[src/rtl/wb_rr_arbiter_4x1.sv]
// Round-robin 4:1 write-back arbiter with a one-entry valid/ready output register.
// Define WB_ARB_FIXED_PRIO_EN for fixed priority (requester 0 highest, no pointer).
module wb_rr_arbiter_4x1 #(
    parameter int         DATA_WIDTH = 32,
    parameter logic [1:0] RESET_PTR  = 2'd0
) (
    input  logic                  clk,
    input  logic                  reset,
    input  logic [3:0]            req_valid,
    output logic [3:0]            req_ready,
    input  logic [DATA_WIDTH-1:0] in0,
    input  logic [DATA_WIDTH-1:0] in1,
    input  logic [DATA_WIDTH-1:0] in2,
    input  logic [DATA_WIDTH-1:0] in3,
    output logic [1:0]            select,
    output logic                  out_valid,
    input  logic                  out_ready,
    output logic [DATA_WIDTH-1:0] out,
    output logic [1:0]            out_src
);

    typedef enum logic {
        EMPTY = 1'b0,
        FULL  = 1'b1
    } state_t;

    state_t                  state;
    state_t                  state_next;
    logic [1:0]              scan_base;
    logic [1:0]              scan_idx;
    logic [1:0]              winner;
    logic                    found;
    logic                    load;
    logic                    accept;
    logic [DATA_WIDTH-1:0]   win_data;

`ifdef WB_ARB_FIXED_PRIO_EN
    assign scan_base = 2'd0;
`else
    logic [1:0] ptr;

    // Pointer moves only on an accept, to the slot just after the winner.
    always_ff @(posedge clk) begin
        if (reset) begin
            ptr <= RESET_PTR;
        end else if (accept) begin
            ptr <= winner + 2'd1;
        end
    end

    assign scan_base = ptr;
`endif

    always_comb begin
        winner   = 2'd0;
        found    = 1'b0;
        scan_idx = 2'd0;
        for (int k = 0; k < 4; k++) begin
            scan_idx = scan_base + 2'(k);
            if (!found && req_valid[scan_idx]) begin
                winner = scan_idx;
                found  = 1'b1;
            end
        end
    end

    assign load      = (state == EMPTY) || out_ready;
    assign req_ready = (!reset && load && found) ? (4'b0001 << winner) : 4'b0000;
    assign accept    = |req_ready;
    assign select    = winner;
    assign out_valid = (state == FULL);

    always_comb begin
        win_data = in0;
        case (winner)
            2'd0:    win_data = in0;
            2'd1:    win_data = in1;
            2'd2:    win_data = in2;
            default: win_data = in3;
        endcase
    end

    // A drain and a fresh accept on the same edge keep the register full.
    always_comb begin
        state_next = state;
        if (accept) begin
            state_next = FULL;
        end else if ((state == FULL) && out_ready) begin
            state_next = EMPTY;
        end
    end

    always_ff @(posedge clk) begin
        if (reset) begin
            state <= EMPTY;
        end else begin
            state <= state_next;
        end
    end

    always_ff @(posedge clk) begin
        if (reset) begin
            out     <= '0;
            out_src <= 2'd0;
        end else if (accept) begin
            out     <= win_data;
            out_src <= winner;
        end
    end

endmodule

[config.mk]
export PLATFORM = sky130hd
export DESIGN_NAME = wb_rr_arbiter_4x1
export DESIGN_NICKNAME = d
export VERILOG_FILES = /design/src/rtl/wb_rr_arbiter_4x1.sv
export SDC_FILE = /design/constraint.sdc
export NUM_CORES = 1
export LEC_CHECK = 0
export CAP_MARGIN = 20
export CORE_UTILIZATION = 30
export DETAILED_ROUTE_END_ITERATION = 16
export PLACE_DENSITY = 0.75
export SLEW_MARGIN = 40
export SYNTH_ARGS = -nofsm -noshare
export SYNTH_HDL_FRONTEND = slang
export SYNTH_SLANG_ARGS = --single-unit
[constraint.sdc]
create_clock -name clk -period 2.86 [get_ports clk]
set_clock_uncertainty 0.2 [all_clocks]
set_input_delay 0.286 -clock clk [delete_from_list [all_inputs] [get_ports clk]]
set_output_delay 0.286 -clock clk [all_outputs]
set_load 0.1 [all_outputs]
# Word level (Yosys, flattened, before mapping)
# Index checks and enable logic that the tools add are counted.
dict set report word_totals {
  register_bits 37
  latch_bits 0
  mem_bits_rw 0
  rom_bits 0
  input_bits 135
  out_inout_bits 41
  n_memories 0
}
dict set report op_classes {
  add_sub_neg 4
  multipliers 0
  n_div 0
  magnitude_cmp 4
  n_eq_ne 2
  shifts 1
  mux 20
  bitwise_logic 1
  reduce_logical 14
}
# op n
set ops {}
lappend ops {{one-hot mux 32 bit (3 select lines)} 1}
lappend ops {{less-than comparator 2 x 3 -> 1 bit (second input constant)} 4}
lappend ops {{two-way mux 1 bit} 10}
lappend ops {{binary-select mux 1 bit (select 2 bit)} 4}
lappend ops {{two-way mux 2 bit} 4}
lappend ops {{logical AND 1 bit} 6}
lappend ops {{adder 2 x 1 -> 2 bit (second input constant)} 2}
lappend ops {{adder 2 bit (second input constant)} 2}
lappend ops {{logical NOT 1 bit} 4}
lappend ops {{two-way mux 4 bit} 1}
lappend ops {{OR reduction 4 bit} 1}
lappend ops {{<< shifter 1 x 2 -> 4 bit (first input constant)} 1}
lappend ops {{== test 2 x 1 -> 1 bit (second input constant)} 1}
lappend ops {{== test 2 bit (second input constant)} 1}
lappend ops {{logical NOT 2 bit} 1}
lappend ops {{nonzero test 2 bit} 1}
lappend ops {{logical OR 1 bit} 1}
lappend ops {{NOT 1 bit} 1}

# Depth between registers and ports, before layout
# Gate-level depths: netlist (run 1).
dict set report depth {
  depth_word 16
  mapped_depth 12
  ltp_nobuf 9
}

# Worst setup path after synthesis (run 1)
# OpenSTA, ideal clock, no wires.
dict set report synth_path {
  path_type {in2out}
  from {input port req_valid[2]}
  to {output port req_ready[2]}
  arrival_time_ns 2.910
  path_slack_ns -0.536
  stages 8
  path_cell_list {nor2b_1 -> a21boi_0 -> o31ai_1 -> inv_1 -> ha_1 -> buf_2 -> clkbuf_1 -> and2_1}
}
dict set report synth_via {
  elab_chain_len 14
  word_cells_on_any_way 25
  classes_between {1 x shift; 17 x mux; 7 x reduce/logical}
}
# element line_no
set synth_lines {}
lappend synth_lines {{start, declared} 9} ;# input logic [3:0] req_valid,
lappend synth_lines {{binary-select mux 1 bit (select 2 bit)} 60} ;# if (!found && req_valid[scan_idx]) begin
lappend synth_lines {{two-way mux 1 bit (implied by the code)} 60}
lappend synth_lines {{two-way mux 1 bit} 60}
lappend synth_lines {{logical NOT 1 bit} 60}
lappend synth_lines {{logical AND 1 bit} 60}
lappend synth_lines {{two-way mux 1 bit} 60}
lappend synth_lines {{logical NOT 1 bit} 60}
lappend synth_lines {{logical AND 1 bit} 60}
lappend synth_lines {{two-way mux 1 bit} 60}
lappend synth_lines {{logical NOT 1 bit} 60}
lappend synth_lines {{logical AND 1 bit} 60}
lappend synth_lines {{two-way mux 2 bit *} 60}
lappend synth_lines {{named net select[1]} 15} ;# output logic [1:0] select,
lappend synth_lines {{<< shifter 1 x 2 -> 4 bit *} 68} ;# assign req_ready = (!reset && load && found) ? (4'b0001 << winner) : 4'b0000;
lappend synth_lines {{two-way mux 4 bit *} 68}
lappend synth_lines {{end, declared} 10} ;# output logic [3:0] req_ready,
# Mark *: on every way through the listed nets, which the timed path passes. The rest lies on a longest branch. The select of a mux whose other input is x is not followed.

# Worst setup path in the final report (run 1)
dict set report layout_path {
  from {input port req_valid[0]}
  to {output port req_ready[0]}
}
dict set report layout_via {
  elab_chain_len 14
  word_cells_on_any_way 25
  classes_between {1 x shift; 17 x mux; 7 x reduce/logical}
}
# element line_no
set layout_lines {}
lappend layout_lines {{binary-select mux 1 bit (select 2 bit)} 60}
lappend layout_lines {{two-way mux 1 bit (implied by the code)} 60}
lappend layout_lines {{two-way mux 1 bit} 60}
lappend layout_lines {{logical NOT 1 bit} 60}
lappend layout_lines {{logical AND 1 bit} 60}
lappend layout_lines {{two-way mux 1 bit} 60}
lappend layout_lines {{logical NOT 1 bit} 60}
lappend layout_lines {{logical AND 1 bit} 60}
lappend layout_lines {{two-way mux 1 bit} 60}
lappend layout_lines {{logical NOT 1 bit} 60}
lappend layout_lines {{logical AND 1 bit} 60}
lappend layout_lines {{two-way mux 2 bit / two-way mux 1 bit (equally long branches)} 60}
lappend layout_lines {{<< shifter 1 x 2 -> 4 bit / logical AND 1 bit (equally long branches)} 68}
lappend layout_lines {{two-way mux 4 bit *} 68}
# Mark *: on every way between the ends. The rest lies on a longest branch, timed or not. The select of a mux whose other input is x is not followed.

==> results_dict.tcl, run 1 <==
set metrics [dict create \
    fin_nets 614 \
    cts_buffers 5 \
    drt_first_pass_iters 5 \
    worstHoldPathCells 2 \
    syn-cell-area_um2 2160 \
    wirelength_mm 8.74 \
    cp.depth 9 \
    via_per_inst 5.05 \
    placed_area_um2 4090 \
    dieArea_um2 7550 \
    fin_area_um2 4340 \
    grt_max_degree 35 \
    ioPinCount 176 \
    status "complete, no violations" \
    syn_inst 298 \
    path_class "input pin to primary output" \
    p_sw_share_pct 53.2 \
    place.gp.congestion 0.775 \
    yosysMostFrequentCell "nand2_1" \
    io_buffers 175 \
    period_minus_slack_ps 2790 \
    slew_headroom_pct 61.3 \
    cp.buffers_inverters 4 \
    root_buffer "clkbuf_8" \
    synth.ff_latch_count 37 \
    grt_first_pass_wirelength_mm 12.4 \
    synth_nets 438 \
    cp_top_family "buffers and inverters" \
    crit_slowest_cell "clkdlybuf4s50_1" \
    seq_power_share_pct 20.7 \
    start_kind "input pin" \
    drtIter0Drc 172 \
    synth_largest_area_cell "dfxtp_1" \
    cts_sinks 37 \
    drc 0 \
    overflow 0 \
    period_share_pct 97.4 \
    rows 30 \
    critPathArrivalTime_ps 2300 \
    totalPowerFinal_mw 3.61 \
    wl_per_cell_um 15.3 \
    antenna_found_initial 0 \
    combPwrFrac_pct 66.4 \
    synth_cell_types 28 \
    whs_ps 257 \
    setup_violations 0 \
    drive_above_1_share_pct 18.9 \
    ys_seq_area_share_pct 34.3 \
    tightest_slew_ps 579 \
    ant_nets 0 \
    grt_pass1_vias 2649 \
    endpoint_kind "primary output" \
    required_ps 2370 \
    design.core.area_um2 6870 \
    rr_worst_depth 10 \
    slew_violations 0 \
    synth-async-reset-ratio_pct 0 \
    clock_latency_ps 280 \
    p_sw_mw 1.92 \
    n_fill_cell 601 \
    path_max_fanout 17 \
    synth.avg_cell_area_um2 7.26 \
    final-seq-area_um2 741 \
    die_w_um 86.9 \
    critPathMaxStageDelay_ps 550 \
    synth_area_leaders "dfxtp_1, nand2_1, a222oi_1" \
    maxCapViolations 0 \
    synth_edf_count 0 \
    crit_top_cell "buf_12" \
    synth_top_area_share_pct 34.3 \
    hold_viol 0 \
    synth_flop_cell "dfxtp_1" \
    cts.path.max_buffers 2 \
    final_core_util_pct 63.2 \
    grt_usage_pct 21.2 \
    netlist_top_cells_count "nand2_1, o21ai_0, dfxtp_1" \
    p_leak_nw 1.69 \
    hold_buffers 0 \
    die_height_um 86.9 \
    cellPowerDensity_nw_per_um2 831 \
    ys_warn_count 0 \
    post-dp-hpwl_mm 6.22 \
    p_clk_share_pct 12.9 \
    num_vias 2884 \
    htree_levels 2 \
    ir_drop_v 0.000401 \
    cts_tree "built" \
    areaGrowthSynthToFinish_pct 101 \
    antenna_cells 0 \
    start_util_pct 31.5 \
    max_freq_mhz 359 \
    path_clk_slew_ps 70 \
    p_int_mw 1.69 \
    path_cells "clkdlybuf4s50_1, nor2b_1, nor4b_2, or2_4, inv_1, ha_2, buf_12, and2_2, buf_12" \
    multi_input_area_um2 1330 \
    min_path_type "flip-flop to flip-flop" \
]
-- kinds of logic (layout without fill, tap and decap cells) --
logic type,after synthesis,count (layout),synth area share [%]
multiplexers,1,1,0.463
buffers and inverters,33,210,6.54
adder cells (fa/ha/maj),5,5,2.89
flip-flops,37,37,34.3
AO/OA/AOI/OAI,104,104,32.2
AND/OR/NAND/NOR,118,118,23.6
-- placed cells by master (no fill, tap or decap), drive strengths merged, types with 5 or more instances in the layout --
cell type / count
a222oi: 32
buf: 63
clkbuf: 9
clkdlybuf4s50: 134
dfxtp: 37
ha: 5
nand2: 96
nor2b: 5
o21ai: 65
-- registers in the layout (all words and copies together), names as in the netlist --
name / count
out: 32
out_src: 2
ptr: 2
out_valid: 1
-- metal layers --
metal	share of wire, %	vias up	GRT usage (%)
met5	0	-	0
met4	0.95	0	4.55
met3	7.2	8	5.21
met2	52	123	40.3
met1	40	1316	23.7
li1	-	1437	-
-- through the flow --
stage	TNS, ps	setup WS, ps	std cells
2_1_floorplan	0	28.0	298
3_3_place_gp	-2080	-72.1	559
3_5_place_dp	-6880	-215	559
4_1_cts	0	4.67	567
5_1_grt	-2.52	-2.52	571
6_report	0	73.5	571
-- power groups by stage --
stage               logic [mW]  clock network, mW  registers, mW
finish                    2.39              0.466          0.747
global placement          2.26                  0          0.745
global route              2.50              0.507          0.767
CTS                       2.31              0.488          0.746
floorplan                0.608                  0           1.75
detailed placement        2.29                  0          0.754
-- tightest hold or removal path, delay by kind of cell (launching register included) --
| family | cells | cell delay, ps |
|---|---|---|
| and+or+nand+nor | 1 | 50 |
| DFF | 1 | 320 |
| AOI/OAI and AO/OA | 1 | 50 |
-- cell type report --
type                       count  area share (%)
sequential                    37            17.1
multi-input combinational    228            30.7
timing repair buffer         199            46.5
inverter                       3           0.259
clock inverter                 1           0.692
tap                           96            2.77
clock buffer                   7            1.99
-- final timing paths --
path / startpoint / to / slack [ps]
worst max-delay path: req_valid[0] / req_ready[0] / 70
worst min-delay path: out[24]$_SDFFE_PP0P_ / out[24]$_SDFFE_PP0P_ / 260
worst max register to register: ptr[0]$_SDFFE_PP0P_ / out[0]$_SDFFE_PP0P_ / 280
worst min register to register: out[24]$_SDFFE_PP0P_ / out[24]$_SDFFE_PP0P_ / 260
-- repair_timing --
item | 4_1_cts | 5_1_grt
setup buffers | 0 | 2
cloned | 0 | 2
endpoints found under the hold margin | 0 | 0
resized for setup | 6 | 12
endpoints found under the setup margin | 3 | 40
pin swaps | 0 | 3
Note: power is estimated with default switching activity, not from simulation.
==> inputs of run 2 (changes only) <==
--- a/config.mk
+++ b/config.mk
@@ -5,7 +5,7 @@
 export SDC_FILE = /design/constraint.sdc
 export NUM_CORES = 1
 export LEC_CHECK = 0
-export CAP_MARGIN = 20
+export CAP_MARGIN = 5
 export CORE_UTILIZATION = 30
 export DETAILED_ROUTE_END_ITERATION = 16
 export PLACE_DENSITY = 0.75
==> results of run 2 <==
No change in the layout: final DEF, timing and power equal those of run 1.
